**src/rtl/fpc_pkg.sv**
```systemverilog
// Shared types and bfloat16 field constants for the float/integer conversion blocks.
package fpc_pkg;

  localparam int BF16_BIAS  = 127;
  localparam int BF16_MAN_W = 7;
  localparam int BF16_EXP_W = 8;

  typedef enum logic [1:0] {
    S_IDLE,
    S_SHIFT,
    S_OUT
  } state_e;

  typedef enum logic [1:0] {
    ZERO,
    NAN,
    SAT,
    NORM
  } cls_e;

endpackage

```
**src/rtl/bf16_unpack.sv**
```systemverilog
// Combinational bfloat16 field decode: sign, hidden-bit mantissa, class,
// and the shift direction/count that aligns the mantissa to an integer.
module bf16_unpack
  import fpc_pkg::*;
#(
  parameter int INT_W = 16,
  parameter int CNT_W = 5
) (
  input  logic [15:0]           in_data,
  output logic                  s,
  output logic [BF16_MAN_W:0]   m,
  output cls_e                  cls,
  output logic                  dir_left,
  output logic [CNT_W-1:0]      n
);

  logic [BF16_EXP_W-1:0] e;
  logic [BF16_MAN_W-1:0] frac;

  assign e    = in_data[14 -: BF16_EXP_W];
  assign frac = in_data[BF16_MAN_W-1:0];
  assign s    = in_data[15];
  assign m    = {1'b1, frac};

  always_comb begin
    int k;
    // NOTE: every output gets a default before any branch so no path leaves a
    // signal unassigned, which would otherwise infer a latch.
    k        = int'(e) - BF16_BIAS;
    cls      = ZERO;
    dir_left = 1'b0;
    n        = '0;
    if (e == '1) begin
      cls = (frac != '0) ? NAN : SAT;
    end else if (e == '0 || k < 0) begin
      cls = ZERO;
    end else if (k >= INT_W - 1) begin
      cls = SAT;
    end else begin
      // The mantissa already carries 7 fractional bits, so k==7 needs no shift.
      cls      = NORM;
      dir_left = (k >= BF16_MAN_W);
      n        = CNT_W'(dir_left ? (k - BF16_MAN_W) : (BF16_MAN_W - k));
    end
  end

endmodule

```
**src/rtl/bf16_to_int.sv**
```systemverilog
// bfloat16 to signed integer converter: round toward zero, saturating, with an
// iterative one-bit-per-cycle shifter and a pulse handshake.
module bf16_to_int
  import fpc_pkg::*;
#(
  parameter int INT_W = 16
) (
  input  logic             clk,
  input  logic             rst_n,
  input  logic             in_valid,
  input  logic [15:0]      in_data,
  output logic             in_ready,
  output logic             out_valid,
  output logic [INT_W-1:0] out
);

  localparam int CNT_W = $clog2(INT_W) + 1;
  localparam logic [INT_W-1:0] SAT_POS = {1'b0, {(INT_W-1){1'b1}}};
  localparam logic [INT_W-1:0] SAT_NEG = {1'b1, {(INT_W-1){1'b0}}};

  logic                u_s;
  logic [BF16_MAN_W:0] u_m;
  cls_e                u_cls;
  logic                u_left;
  logic [CNT_W-1:0]    u_n;

  bf16_unpack #(
    .INT_W (INT_W),
    .CNT_W (CNT_W)
  ) u_unpack (
    .in_data  (in_data),
    .s        (u_s),
    .m        (u_m),
    .cls      (u_cls),
    .dir_left (u_left),
    .n        (u_n)
  );

  state_e           state_q, state_d;
  cls_e             cls_q, cls_d;
  logic             s_q, s_d;
  logic             left_q, left_d;
  logic [INT_W-1:0] acc_q, acc_d;
  logic [CNT_W-1:0] cnt_q, cnt_d;
  logic [INT_W-1:0] out_q, out_d;
  logic             out_valid_q, out_valid_d;

  assign in_ready  = (state_q == S_IDLE);
  assign out       = out_q;
  assign out_valid = out_valid_q;

  always_comb begin
    state_d     = state_q;
    cls_d       = cls_q;
    s_d         = s_q;
    left_d      = left_q;
    acc_d       = acc_q;
    cnt_d       = cnt_q;
    out_d       = '0;
    out_valid_d = 1'b0;
    case (state_q)
      S_IDLE: begin
        if (in_valid) begin
          cls_d   = u_cls;
          s_d     = u_s;
          left_d  = u_left;
          acc_d   = {{(INT_W-BF16_MAN_W-1){1'b0}}, u_m};
          cnt_d   = u_n;
          state_d = (u_cls == NORM && u_n != '0) ? S_SHIFT : S_OUT;
        end
      end
      S_SHIFT: begin
        acc_d = left_q ? (acc_q << 1) : (acc_q >> 1);
        cnt_d = cnt_q - 1'b1;
        if (cnt_q == CNT_W'(1)) state_d = S_OUT;
      end
      S_OUT: begin
        // Magnitude is at most 2^(INT_W-1)-1 here, so the negation cannot wrap.
        case (cls_q)
          NORM:    out_d = s_q ? -acc_q : acc_q;
          SAT:     out_d = s_q ? SAT_NEG : SAT_POS;
          default: out_d = '0;
        endcase
        out_valid_d = 1'b1;
        state_d     = S_IDLE;
      end
      default: state_d = S_IDLE;
    endcase
  end

  // NOTE: sequential state uses non-blocking assignments so every flop samples
  // the pre-edge values of the others, independent of statement order.
  always_ff @(posedge clk or negedge rst_n) begin
    if (!rst_n) begin
      state_q     <= S_IDLE;
      cls_q       <= ZERO;
      s_q         <= 1'b0;
      left_q      <= 1'b0;
      acc_q       <= '0;
      cnt_q       <= '0;
      out_q       <= '0;
      out_valid_q <= 1'b0;
    end else begin
      state_q     <= state_d;
      cls_q       <= cls_d;
      s_q         <= s_d;
      left_q      <= left_d;
      acc_q       <= acc_d;
      cnt_q       <= cnt_d;
      out_q       <= out_d;
      out_valid_q <= out_valid_d;
    end
  end

endmodule

```
**config.mk**
```make
export PLATFORM = sky130hd
export DESIGN_NAME = bf16_to_int
export DESIGN_NICKNAME = d
export VERILOG_FILES = /design/src/rtl/fpc_pkg.sv /design/src/rtl/bf16_unpack.sv /design/src/rtl/bf16_to_int.sv
export SDC_FILE = /design/constraint.sdc
export NUM_CORES = 1
export LEC_CHECK = 0
export BUFFER_PORTS_ARGS = -buffer_cell sky130_fd_sc_hd__buf_2
export CAP_MARGIN = 30
export CORE_MARGIN = 2
export CORE_UTILIZATION = 35
export CTS_BUF_LIST = sky130_fd_sc_hd__clkbuf_4 sky130_fd_sc_hd__clkbuf_8
export DETAILED_ROUTE_END_ITERATION = 12
export SYNTH_ARGS = -nofsm -noshare
export SYNTH_HDL_FRONTEND = slang
export SYNTH_SLANG_ARGS = --single-unit
```
**constraint.sdc**
```tcl
create_clock -name clk -period 2 [get_ports clk]
set_input_delay 0.3 -clock clk [delete_from_list [all_inputs] [get_ports clk]]
set_output_delay 0.3 -clock clk [all_outputs]
set_load 0.03 [all_outputs]
```
==> run_summary.xml, run 1 <==
<?xml version="1.0" encoding="UTF-8"?>
<metrics>
  <group name="global_route">
    <metric name="grt_pass1_vias" unit="">2512</metric>
    <metric name="wire_length_of_the_first_global_routing_pass" unit="µm">12000</metric>
    <metric name="grt_remaining_overflow" unit="">0</metric>
    <metric name="globalRouteTotalUtil" unit="%">16.5</metric>
    <metric name="grt_max_degree" unit="">45</metric>
    <metric name="antenna_found_initial" unit="">0</metric>
  </group>
  <group name="placement">
    <metric name="dp_slack" unit="ns">-0.246</metric>
    <metric name="port_buffers" unit="">36</metric>
    <metric name="dpl-instance-area" unit="mm²">0.00360</metric>
    <metric name="globalplace.congestion" unit="">0.816</metric>
    <metric name="detailed_place_hpwl" unit="µm">5400</metric>
  </group>
  <group name="timing">
    <metric name="maxSlewHeadroom" unit="%">61.8</metric>
    <metric name="hold_viol" unit="">0</metric>
    <metric name="final_period_minus_worst_setup_slack" unit="ns">1.99</metric>
    <metric name="timing_max_transition_violations_final" unit="">0</metric>
    <metric name="rsz0062_at_grt" unit="">yes</metric>
    <metric name="skew" unit="ns">0.0124</metric>
    <metric name="min_period_over_period" unit="%">99.6</metric>
    <metric name="worst_case_setup_margin_in_the_final_layout" unit="ns">0.00734</metric>
    <metric name="fmaxAchievable" unit="GHz">0.502</metric>
    <metric name="setup_violations" unit="">0</metric>
    <metric name="final.setup.tns" unit="ns">0</metric>
    <metric name="worst-slew-pin-transition" unit="ns">0.573</metric>
  </group>
  <group name="worst_setup_path">
    <metric name="cp-end-kind" unit="">flip-flop</metric>
    <metric name="critPathMaxFanout" unit="">4</metric>
    <metric name="crit_arrival" unit="ns">2.16</metric>
    <metric name="crit_path_start_kind" unit="">flip-flop</metric>
    <metric name="worst-endpoint-required" unit="ns">2.17</metric>
    <metric name="critical_path.cell_chain" unit="">buf_6 -&gt; or3_4 -&gt; nor4_4 -&gt; nor3b_4 -&gt; nor3_1 -&gt; a211oi_1 -&gt; nor2_1</metric>
    <metric name="critPathMaxStageDelay" unit="ns">0.40</metric>
    <metric name="criticalPathCategory" unit="">reg -&gt; reg</metric>
    <metric name="number_of_cells_on_the_worst_reg_to_reg_path" unit="">7</metric>
    <metric name="cpMaxStageDelayCell" unit="">dfrtp_1</metric>
  </group>
  <group name="floorplan">
    <metric name="core_region_area" unit="mm²">0.00818</metric>
    <metric name="dieWidth" unit="µm">95.5</metric>
    <metric name="height_of_the_die" unit="µm">95.5</metric>
    <metric name="initial_utilization" unit="%">35.8</metric>
    <metric name="floorplan.die_area" unit="mm²">0.00912</metric>
    <metric name="pin_count" unit="">37</metric>
    <metric name="std_cell_rows" unit="">33</metric>
  </group>
  <group name="yosys">
    <metric name="ys.flop_type" unit="">dfrtp_1</metric>
    <metric name="synth_sequential_area_ratio" unit="%">37.6</metric>
    <metric name="ys_async_sr_fraction" unit="%">100</metric>
    <metric name="edff_count_synth" unit="">0</metric>
    <metric name="netlist_top_cells_count" unit="">44 x dfrtp_1, 37 x nand2_1, 32 x nor2_1</metric>
    <metric name="post_synth_num_cell_types" unit="">68</metric>
    <metric name="synth-warning-count" unit="">0</metric>
    <metric name="compound_cell_area_share_of_the_yosys_netlist" unit="%">21.5</metric>
    <metric name="synth_top_family_by_area" unit="">simple AND/OR/NAND/NOR gates</metric>
    <metric name="synth_area_per_cell" unit="µm²">8.93</metric>
    <metric name="syn_area" unit="mm²">0.00293</metric>
    <metric name="syn_inst" unit="">328</metric>
    <metric name="xor_xnor_fraction_of_synth_area" unit="%">2.05</metric>
    <metric name="synthesis.nets" unit="">357</metric>
    <metric name="yosys.area.top_type_share" unit="%">37.6</metric>
    <metric name="synthMostInstantiatedCell" unit="">dfrtp_1</metric>
    <metric name="synth_top_cell_by_area" unit="">dfrtp_1</metric>
    <metric name="adder_and_majority_cell_fraction_of_the_synthesized_area" unit="%">4.27</metric>
    <metric name="synthSimpleGateAreaFrac" unit="%">26.0</metric>
    <metric name="yosys_register_bits" unit="">44</metric>
    <metric name="synthMuxAreaShare" unit="%">4.23</metric>
    <metric name="top_area_cells_in_the_synthesized_netlist" unit="">dfrtp_1 38%, a211oi_1 5.1%, nand2_1 4.7%</metric>
  </group>
  <group name="drt">
    <metric name="routed_via_density" unit="">5.28</metric>
    <metric name="drt_pass1_iterations" unit="">4</metric>
    <metric name="drcViolationCount" unit="">0</metric>
    <metric name="antenna_violating_nets_post_route" unit="">0</metric>
    <metric name="wire_per_inst" unit="µm">14.3</metric>
    <metric name="route.final.wire_length" unit="µm">7190</metric>
    <metric name="detail_route.iter0.violations" unit="">154</metric>
    <metric name="routed-via-count" unit="">2649</metric>
  </group>
  <group name="clock_tree">
    <metric name="tritoncts" unit="">yes</metric>
    <metric name="cts_htree_levels" unit="">2</metric>
    <metric name="post_cts_buffers" unit="">0</metric>
    <metric name="cts_inserted_buffers" unit="">5</metric>
    <metric name="clk_pin_slew_worst_setup_hold_paths" unit="ns">0.10</metric>
    <metric name="clk-insertion-delay-late" unit="ns">0.30</metric>
    <metric name="cts.path.max_buffers" unit="">2</metric>
    <metric name="clkSinkCount" unit="">44</metric>
    <metric name="clock_tree.root_cell" unit="">clkbuf_8</metric>
  </group>
  <group name="min_path">
    <metric name="hold_path_class" unit="">in -&gt; async</metric>
  </group>
  <group name="power">
    <metric name="fin_total_pwr" unit="mW">2.89</metric>
    <metric name="power_density" unit="mW/mm²">770</metric>
    <metric name="total_leakage_power" unit="nW">1.66</metric>
    <metric name="highest_ir_drop_seen_on_vdd" unit="µV">386</metric>
  </group>
  <group name="finish">
    <metric name="stdcell_area" unit="mm²">0.00376</metric>
    <metric name="fill_cell_total_of_the_finished_layout" unit="">813</metric>
    <metric name="layout-drive-gt1-share" unit="%">33.2</metric>
    <metric name="area_growth" unit="%">28.3</metric>
    <metric name="nets" unit="">425</metric>
    <metric name="insertedDiodeCount" unit="">0</metric>
  </group>
  <group name="run_status">
    <metric name="status" unit="">complete, no violations</metric>
  </group>
  <group name="job">
    <metric name="timing.max_cap.violations" unit="">0</metric>
  </group>
</metrics>
layout by cell type, fill, tap and decap left out, types with 3 or more instances in the layout:
cell type  count
inv_2          3
ha_1           6
nand2b_1       3
nand4_1        3
o21ai_0       15
buf_4         46
clkbuf_8       5
nor2_1        31
mux2i_1        9
a221oi_1       3
nand2_1       36
a221o_1        3
inv_1          8
buf_2         36
nand3_1       11
a21oi_1        7
a31oi_1       10
ha_4           4
nor2b_1        9
nor3_1        14
a211oi_1      20
dfrtp_1       44
mux2_2         3
xnor2_1        4
power breakdown:
part | leakage [nW] | switching (mW) | total, mW | internal (mW)
sequential | 0.584 | 0.113 | 1.11 | 0.997
combinational | 1.02 | 0.590 | 1.06 | 0.470
clock | 0.0583 | 0.346 | 0.723 | 0.377
total | 1.66 | 1.05 | 2.89 | 1.84
critical path, delay by kind of cell (launching register included):
family          cells  cell delay [ns]
flops               1             0.40
compound gates      1             0.22
buf+inv             1             0.12
simple gates        5             1.13
flip-flops by register name (all words and copies together) (netlist names):
| name | cells |
|---|---|
| acc_q | 16 |
| state_q | 2 |
| s_q | 1 |
| out | 16 |
| out_valid | 1 |
| left_q | 1 |
| cnt_q | 5 |
| cls_q | 2 |
path summary, 6_finish.rpt:
check	startpoint	slack [ns]	to
min in group clk	in_data[15]	0.22	s_q
setup / recovery	acc_q[0]	0.007	out[11]
max in group asynchronous	rst_n	1.53	s_q
setup reg to reg	acc_q[0]	0.007	out[11]
hold reg to reg	state_q[0]	0.50	out_valid
hold / removal	rst_n	0.08	out[7]
layer usage:
layer  global-route usage [%]  up-vias  routed length [µm]
met5                        0        -                   0
met1                     22.1     1268                3450
met4                     2.86        0                  19
met3                     2.53        2                 226
li1                         -     1330                   -
met2                     28.5       49                3490
logic make-up (layout without fill, tap and decap cells):
group | after synthesis | in the layout
AO/OA/AOI/OAI | 85 | 85
adder cells (fa/ha/maj) | 10 | 10
flip-flops | 44 | 44
multiplexers | 12 | 12
AND/OR/NAND/NOR | 138 | 138
buffers and inverters | 33 | 102
XOR/XNOR | 6 | 6
area by class of cell:
cell class	count	area (µm²)	area share [%]
inverter	11	41.3	1.10
timing repair buffer	83	537	14.3
multi-input combinational	251	1830	48.7
sequential	44	1100	29.3
tap	105	131	3.50
clock inverter	3	47.5	1.26
clock buffer	5	68.8	1.83
stage by stage:
step           util [%]  std cells  hold WS, ns
3_3_place_gp       44.0        494        0.407
6_report           46.0        502       0.0764
5_1_grt            46.0        502        0.125
4_1_cts            45.7        502       0.0902
2_1_floorplan         -        328      0.00441
3_5_place_dp       44.0        494        0.414
repair_timing:
action / CTS / global route
pin swaps: 1 / 4
hold buffers: 0 / 0
resized for setup: 4 / 7
endpoints found under the hold margin: 0 / 0
endpoints found under the setup margin: 2 / 7
cloned: 0 / 0
No activity file was read; power rests on OpenSTA's default activity.
==> run 2, diff against run 1 <==
--- a/config.mk
+++ b/config.mk
@@ -5,9 +5,10 @@
 export SDC_FILE = /design/constraint.sdc
 export NUM_CORES = 1
 export LEC_CHECK = 0
+export ABC_AREA = 1
 export BUFFER_PORTS_ARGS = -buffer_cell sky130_fd_sc_hd__buf_2
 export CAP_MARGIN = 30
-export CORE_MARGIN = 2
+export CORE_ASPECT_RATIO = 1.5
 export CORE_UTILIZATION = 35
 export CTS_BUF_LIST = sky130_fd_sc_hd__clkbuf_4 sky130_fd_sc_hd__clkbuf_8
 export DETAILED_ROUTE_END_ITERATION = 12
==> run 2 against run 1 <==
Against the previous run:
- register-to-register slack better by 0.06 ns
- cell count grew 10%
- non-clock buffer count decreased by 2
- core utilization is 1.9 points higher
- combinational power grew 45%
- synthesized cell count rose by 15%
- power rose by 15%
- critical endpoint is now out[12]
==> run_summary.xml, run 2 <==
<?xml version="1.0" encoding="UTF-8"?>
<metrics>
  <group name="placement">
    <metric name="port_buffers" unit="">36</metric>
    <metric name="detailed_place_hpwl" unit="µm">5360</metric>
    <metric name="globalplace.congestion" unit="">0.866</metric>
    <metric name="placedCellCount" unit="">545</metric>
    <metric name="dpl-instance-area" unit="mm²">0.00346</metric>
  </group>
  <group name="floorplan">
    <metric name="pin_count" unit="">37</metric>
    <metric name="std_cell_rows" unit="">39</metric>
    <metric name="height_of_the_die" unit="µm">112</metric>
    <metric name="initial_utilization" unit="%">36.6</metric>
    <metric name="dieWidth" unit="µm">75.3</metric>
    <metric name="floorplan.die_area" unit="mm²">0.00844</metric>
    <metric name="core_region_area" unit="mm²">0.00771</metric>
  </group>
  <group name="timing">
    <metric name="skew" unit="ns">0.0138</metric>
    <metric name="final_period_minus_worst_setup_slack" unit="ns">1.93</metric>
    <metric name="fmaxAchievable" unit="GHz">0.518</metric>
    <metric name="final.setup.tns" unit="ns">0</metric>
    <metric name="min_period_over_period" unit="%">96.5</metric>
    <metric name="setup_violations" unit="">0</metric>
    <metric name="maxSlewHeadroom" unit="%">63.0</metric>
    <metric name="hold_slack" unit="ns">0.0628</metric>
    <metric name="timing_max_transition_violations_final" unit="">0</metric>
    <metric name="hold_viol" unit="">0</metric>
    <metric name="worst-slew-pin-transition" unit="ns">0.554</metric>
  </group>
  <group name="power">
    <metric name="switching_pwr" unit="mW">1.39</metric>
    <metric name="internal_power" unit="mW">1.93</metric>
    <metric name="pwr-share-comb" unit="%">46.3</metric>
    <metric name="power.sequential.fraction" unit="%">37.1</metric>
    <metric name="total_leakage_power" unit="nW">1.80</metric>
    <metric name="highest_ir_drop_seen_on_vdd" unit="µV">351</metric>
    <metric name="fin_total_pwr" unit="mW">3.32</metric>
    <metric name="clockPowerShare" unit="%">16.6</metric>
    <metric name="power_density" unit="mW/mm²">900</metric>
    <metric name="p_sw_share" unit="%">41.8</metric>
  </group>
  <group name="worst_setup_path">
    <metric name="crit_arrival" unit="ns">2.11</metric>
    <metric name="regToRegStartpoint" unit="">acc_q[0]</metric>
    <metric name="r2r_end" unit="">out[12]</metric>
    <metric name="criticalPathCategory" unit="">reg -&gt; reg</metric>
    <metric name="rrSetupSlack" unit="ns">0.07</metric>
    <metric name="critPathMaxFanout" unit="">3</metric>
    <metric name="number_of_cells_on_the_worst_reg_to_reg_path" unit="">11</metric>
    <metric name="crit_path_start_kind" unit="">flip-flop</metric>
    <metric name="worst-endpoint-required" unit="ns">2.18</metric>
    <metric name="cp-end-kind" unit="">flip-flop</metric>
  </group>
  <group name="yosys">
    <metric name="yosys_register_bits" unit="">44</metric>
    <metric name="xor_xnor_fraction_of_synth_area" unit="%">1.51</metric>
    <metric name="synthesis.nets" unit="">405</metric>
    <metric name="synth_sequential_area_ratio" unit="%">39.0</metric>
    <metric name="syn_area" unit="mm²">0.00282</metric>
    <metric name="edff_count_synth" unit="">0</metric>
    <metric name="netlist_top_cells_count" unit="">53 x inv_1, 51 x nand2_1, 44 x dfrtp_1</metric>
    <metric name="synth_top_family_by_area" unit="">simple AND/OR/NAND/NOR gates</metric>
    <metric name="adder_and_majority_cell_fraction_of_the_synthesized_area" unit="%">4.43</metric>
    <metric name="ys.flop_type" unit="">dfrtp_1</metric>
    <metric name="synthSimpleGateAreaFrac" unit="%">24.9</metric>
    <metric name="ys_async_sr_fraction" unit="%">100</metric>
    <metric name="synthMostInstantiatedCell" unit="">inv_1</metric>
    <metric name="yosys.area.top_type_share" unit="%">39.0</metric>
    <metric name="compound_cell_area_share_of_the_yosys_netlist" unit="%">20.8</metric>
    <metric name="syn_inst" unit="">376</metric>
    <metric name="synthMuxAreaShare" unit="%">0</metric>
    <metric name="synth_top_cell_by_area" unit="">dfrtp_1</metric>
    <metric name="top_area_cells_in_the_synthesized_netlist" unit="">dfrtp_1 39%, a21oi_1 7.3%, inv_1 7.0%</metric>
    <metric name="synth_area_per_cell" unit="µm²">7.51</metric>
    <metric name="synth-warning-count" unit="">0</metric>
    <metric name="post_synth_num_cell_types" unit="">34</metric>
  </group>
  <group name="clock_tree">
    <metric name="clk-insertion-delay-late" unit="ns">0.31</metric>
    <metric name="cts.hold.buffers_added" unit="">0</metric>
    <metric name="cts_htree_levels" unit="">2</metric>
    <metric name="clkSinkCount" unit="">44</metric>
    <metric name="clock_tree.root_cell" unit="">clkbuf_8</metric>
    <metric name="cts_inserted_buffers" unit="">5</metric>
    <metric name="cts.path.max_buffers" unit="">2</metric>
    <metric name="tritoncts" unit="">yes</metric>
    <metric name="clk_pin_slew_worst_setup_hold_paths" unit="ns">0.08</metric>
  </group>
  <group name="finish">
    <metric name="area_growth" unit="%">30.6</metric>
    <metric name="layout-drive-gt1-share" unit="%">32.5</metric>
    <metric name="final_common_cell" unit="">inv_1</metric>
    <metric name="mostFrequentLayoutCells" unit="">48 x inv_1, 47 x nand2_1, 47 x buf_4</metric>
    <metric name="insertedDiodeCount" unit="">0</metric>
    <metric name="stdcell_count" unit="">554</metric>
    <metric name="nets" unit="">481</metric>
    <metric name="stdcell_area" unit="mm²">0.00369</metric>
  </group>
  <group name="min_path">
    <metric name="hold_path_class" unit="">in -&gt; async</metric>
  </group>
  <group name="drt">
    <metric name="drcViolationCount" unit="">0</metric>
    <metric name="antenna_violating_nets_post_route" unit="">0</metric>
    <metric name="wire_per_inst" unit="µm">12.5</metric>
    <metric name="routed-via-count" unit="">2728</metric>
    <metric name="detail_route.iter0.violations" unit="">126</metric>
    <metric name="drt_pass1_iterations" unit="">4</metric>
    <metric name="routed_via_density" unit="">4.92</metric>
    <metric name="route.final.wire_length" unit="µm">6940</metric>
  </group>
  <group name="global_route">
    <metric name="grt_pass1_vias" unit="">2656</metric>
    <metric name="grt_remaining_overflow" unit="">0</metric>
    <metric name="grt_max_degree" unit="">45</metric>
    <metric name="antenna_found_initial" unit="">0</metric>
    <metric name="wire_length_of_the_first_global_routing_pass" unit="µm">11700</metric>
    <metric name="globalRouteTotalUtil" unit="%">18.0</metric>
  </group>
  <group name="run_status">
    <metric name="status" unit="">complete, no violations</metric>
  </group>
  <group name="job">
    <metric name="timing.max_cap.violations" unit="">0</metric>
  </group>
</metrics>
run 2: cell types whose count changed after synthesis, sizes merged, moves of 21 or more:
cell and change:
a211oi -21, a21oi +36, inv +46, nand2 +21, nand3 +21, o21ai +21
run 2: worst max path at each step:
stage               start    endpoint  slack, ns  cells past startpoint
2_1_floorplan  in_data[7]  state_q[0]      0.005                     16
3_5_place_dp   in_data[7]  state_q[0]      -0.22                     18
5_1_grt          acc_q[0]     out[12]      -0.02                     11
6_report         acc_q[0]     out[12]       0.07                     11
3_3_place_gp   in_data[7]  state_q[0]      -0.15                     18
4_1_cts          acc_q[1]     out[15]       0.03                     11
run 2: metrics by stage:
stage          setup slack, ns  utilization [%]
6_report                0.0691             47.8
5_1_grt                -0.0224             47.8
4_1_cts                 0.0264             46.1
3_5_place_dp            -0.217             44.9
3_3_place_gp            -0.152             44.9
2_1_floorplan          0.00494                -
run 2: final cells by class:
class / instances / area (µm²)
fill: 790 / 4020
clock buffer: 6 / 76.3
sequential: 44 / 1100
clock inverter: 1 / 5.00
timing repair buffer: 81 / 523
inverter: 58 / 218
multi-input combinational: 262 / 1640
tap: 102 / 128
run 2: cells by family after synthesis:
family	count (synthesis)
and+or+nand+nor	143
AOI/OAI and AO/OA	105
DFF	44
xor gates and xnor gates	4
adders and majority gates	10
buffers and inverters	70
run 2: layer usage:
metal  global-route usage, %  share of wire [%]
met1                    18.4                 38
met2                    33.2                 56
met3                    3.08                2.7
met4                    9.14                3.1
met5                       0                  0
run 2: power groups by stage:
stage / Combinational [mW] / Clock (mW) / Sequential, mW
after floorplan: 0.793 / 0 / 1.34
after global placement: 1.44 / 0 / 1.23
after detailed placement: 1.47 / 0 / 1.23
after CTS: 1.48 / 0.562 / 1.22
after global routing: 1.72 / 0.604 / 1.26
final: 1.54 / 0.552 / 1.23
run 2: critical path, cell delays in order, from the launching register on:
cell     delay, ns
dfrtp_1       0.42
inv_2         0.07
ha_2          0.19
nand2_2       0.10
nor3_4        0.15
inv_2         0.08
nor2_4        0.13
nand3_2       0.12
o31ai_2       0.27
a21oi_1       0.10
o21ai_0       0.09
a21oi_1       0.08
run 2: timing repair:
item,4_1_cts,5_1_grt
setup endpoints to repair,1,10
pin swaps,0,14
gates resized for setup,2,33
buffers inserted,0,2
==> run 3, diff against run 2 <==
--- a/config.mk
+++ b/config.mk
@@ -12,6 +12,7 @@
 export CORE_UTILIZATION = 35
 export CTS_BUF_LIST = sky130_fd_sc_hd__clkbuf_4 sky130_fd_sc_hd__clkbuf_8
 export DETAILED_ROUTE_END_ITERATION = 12
+export RECOVER_POWER = 100
 export SYNTH_ARGS = -nofsm -noshare
 export SYNTH_HDL_FRONTEND = slang
 export SYNTH_SLANG_ARGS = --single-unit
==> run 3 against run 2 <==
Against the previous run:
- combinational power is essentially flat
- design area shrank 0.95%
- non-clock buffer count unchanged
- power shrank 0.78%
- critical path depth unchanged
- sequential power hardly changed
- critical endpoint unchanged
==> run_summary.xml, run 3 (synthesis results as in run 2) <==
<?xml version="1.0" encoding="UTF-8"?>
<metrics>
  <group name="run_status">
    <metric name="status" unit="">complete, no violations</metric>
  </group>
  <group name="timing">
    <metric name="setup_violations" unit="">0</metric>
    <metric name="skew" unit="ns">0.0136</metric>
    <metric name="timing_max_transition_violations_final" unit="">0</metric>
    <metric name="final_period_minus_worst_setup_slack" unit="ns">1.93</metric>
    <metric name="hold_viol" unit="">0</metric>
    <metric name="min_period_over_period" unit="%">96.5</metric>
    <metric name="maxSlewHeadroom" unit="%">28.3</metric>
    <metric name="hold_slack" unit="ns">0.200</metric>
    <metric name="worst-slew-pin-transition" unit="ns">1.07</metric>
    <metric name="fmaxAchievable" unit="GHz">0.518</metric>
  </group>
  <group name="drt">
    <metric name="route.final.wire_length" unit="µm">6970</metric>
    <metric name="drt_pass1_iterations" unit="">7</metric>
    <metric name="antenna_violating_nets_post_route" unit="">0</metric>
    <metric name="detail_route.iter0.violations" unit="">114</metric>
    <metric name="wire_per_inst" unit="µm">12.6</metric>
    <metric name="routed_via_density" unit="">4.96</metric>
    <metric name="routed-via-count" unit="">2748</metric>
    <metric name="drcViolationCount" unit="">0</metric>
  </group>
  <group name="finish">
    <metric name="multi_input_logic_area" unit="mm²">0.00164</metric>
    <metric name="nets" unit="">481</metric>
    <metric name="fill_cell_total_of_the_finished_layout" unit="">793</metric>
    <metric name="stdcell_area" unit="mm²">0.00365</metric>
    <metric name="mostFrequentLayoutCells" unit="">48 x inv_1, 47 x nand2_1, 44 x dfrtp_1</metric>
    <metric name="stdcell_count" unit="">554</metric>
    <metric name="final_common_cell" unit="">inv_1</metric>
    <metric name="area_growth" unit="%">29.4</metric>
    <metric name="insertedDiodeCount" unit="">0</metric>
    <metric name="ff_latch_area" unit="mm²">0.00110</metric>
    <metric name="layout-drive-gt1-share" unit="%">28.1</metric>
  </group>
  <group name="clock_tree">
    <metric name="cts_htree_levels" unit="">2</metric>
    <metric name="cts.hold.buffers_added" unit="">0</metric>
    <metric name="clk-insertion-delay-late" unit="ns">0.31</metric>
    <metric name="clkSinkCount" unit="">44</metric>
    <metric name="clk_pin_slew_worst_setup_hold_paths" unit="ns">0.08</metric>
    <metric name="cts.path.max_buffers" unit="">2</metric>
    <metric name="tritoncts" unit="">yes</metric>
    <metric name="clock_tree.root_cell" unit="">clkbuf_8</metric>
    <metric name="cts_inserted_buffers" unit="">5</metric>
  </group>
  <group name="worst_setup_path">
    <metric name="cpMaxStageDelayCell" unit="">dfrtp_1</metric>
    <metric name="critPathMaxFanout" unit="">3</metric>
    <metric name="critical_path_depth" unit="">11</metric>
    <metric name="crit_arrival" unit="ns">2.11</metric>
    <metric name="cp-end-kind" unit="">flip-flop</metric>
    <metric name="worst-endpoint-required" unit="ns">2.18</metric>
    <metric name="criticalPathCategory" unit="">reg -&gt; reg</metric>
    <metric name="crit_path_start_kind" unit="">flip-flop</metric>
    <metric name="critPathBufInv" unit="">2</metric>
    <metric name="critical_path.cell_chain" unit="">inv_2 -&gt; ha_2 -&gt; nand2_2 -&gt; nor3_4 -&gt; inv_2 -&gt; nor2_4 -&gt; nand3_2 -&gt; o31ai_2 -&gt; a21oi_1 -&gt; o21ai_0 -&gt; a21oi_1</metric>
    <metric name="number_of_cells_on_the_worst_reg_to_reg_path" unit="">11</metric>
    <metric name="crit_family" unit="">compound AO/OA/AOI/OAI gates</metric>
    <metric name="critPathMaxStageDelay" unit="ns">0.42</metric>
  </group>
  <group name="placement">
    <metric name="dpl-instance-area" unit="mm²">0.00346</metric>
    <metric name="placedCellCount" unit="">545</metric>
    <metric name="globalplace.congestion" unit="">0.866</metric>
    <metric name="port_buffers" unit="">36</metric>
    <metric name="detailed_place_hpwl" unit="µm">5360</metric>
  </group>
  <group name="min_path">
    <metric name="hold_path_class" unit="">in -&gt; reg</metric>
    <metric name="worst_hold_stages" unit="">3</metric>
  </group>
  <group name="floorplan">
    <metric name="height_of_the_die" unit="µm">112</metric>
    <metric name="pin_count" unit="">37</metric>
    <metric name="std_cell_rows" unit="">39</metric>
    <metric name="floorplan.die_area" unit="mm²">0.00844</metric>
    <metric name="core_region_area" unit="mm²">0.00771</metric>
    <metric name="initial_utilization" unit="%">36.6</metric>
    <metric name="dieWidth" unit="µm">75.3</metric>
  </group>
  <group name="power">
    <metric name="highest_ir_drop_seen_on_vdd" unit="µV">348</metric>
    <metric name="fin_total_pwr" unit="mW">3.29</metric>
    <metric name="total_leakage_power" unit="nW">1.72</metric>
    <metric name="power_density" unit="mW/mm²">902</metric>
  </group>
  <group name="global_route">
    <metric name="grt_max_degree" unit="">45</metric>
    <metric name="grt_remaining_overflow" unit="">0</metric>
    <metric name="wire_length_of_the_first_global_routing_pass" unit="µm">11700</metric>
    <metric name="globalRouteTotalUtil" unit="%">18.0</metric>
    <metric name="grt_pass1_vias" unit="">2656</metric>
    <metric name="antenna_found_initial" unit="">0</metric>
  </group>
  <group name="job">
    <metric name="timing.max_cap.violations" unit="">0</metric>
  </group>
</metrics>
-- run 3: metrics by stage --
step	setup slack (ns)	TNS [ns]	utilization, %
global route	-0.0226	-0.0306	47.4
floorplan	0.00494	0	-
detailed placement	-0.217	-1.06	44.9
finish	0.0708	0	47.4
global placement	-0.152	-0.673	44.9
CTS	0.0264	0	46.1
-- run 3: worst reg2reg max path, stage by stage (launching register included) --
cell     delay (ns)
dfrtp_1        0.42
inv_2          0.07
ha_2           0.19
nand2_2        0.10
nor3_4         0.15
inv_2          0.08
nor2_4         0.13
nand3_2        0.12
o31ai_2        0.27
a21oi_1        0.10
o21ai_0        0.09
a21oi_1        0.08
-- run 3: worst paths after layout --
path | start | endpoint | slack, ns
worst max-delay path | acc_q[0] | out[12] | 0.07
worst min-delay path | in_data[15] | s_q | 0.20
worst max register to register | acc_q[0] | out[12] | 0.07
worst min register to register | state_q[0] | out_valid | 0.54
max in group asynchronous | rst_n | out[6] | 1.09
min in group asynchronous | rst_n | out[7] | 0.27
-- run 3: layout make-up --
cell class	count	area share, %
repair buffers	81	13.4
well taps	102	3.49
multi-input cells	262	44.8
clock inverters	1	0.137
inverters	58	5.96
flip-flops and latches	44	30.1
clock buffers	6	2.09
-- run 3: metal layers --
layer	global-route usage (%)	routed length, µm	vias to the layer above
li1	-	-	1395
met1	18.4	2650	1276
met2	33.2	3870	59
met3	3.08	212	18
met4	9.14	228	0
met5	0	0	-
-- run 3: timing repair --
action	in CTS	in global routing
resized for setup	2	33
endpoints found under the setup margin	1	10
pin swaps	0	14
setup buffers	0	2
-- run 3: where the power goes --
| part | internal (mW) | leakage (nW) | switching (mW) |
|---|---|---|---|
| clock network | 0.251 | 0.0445 | 0.303 |
| logic | 0.559 | 1.10 | 0.948 |
| registers | 1.09 | 0.579 | 0.142 |
| total | 1.90 | 1.72 | 1.39 |
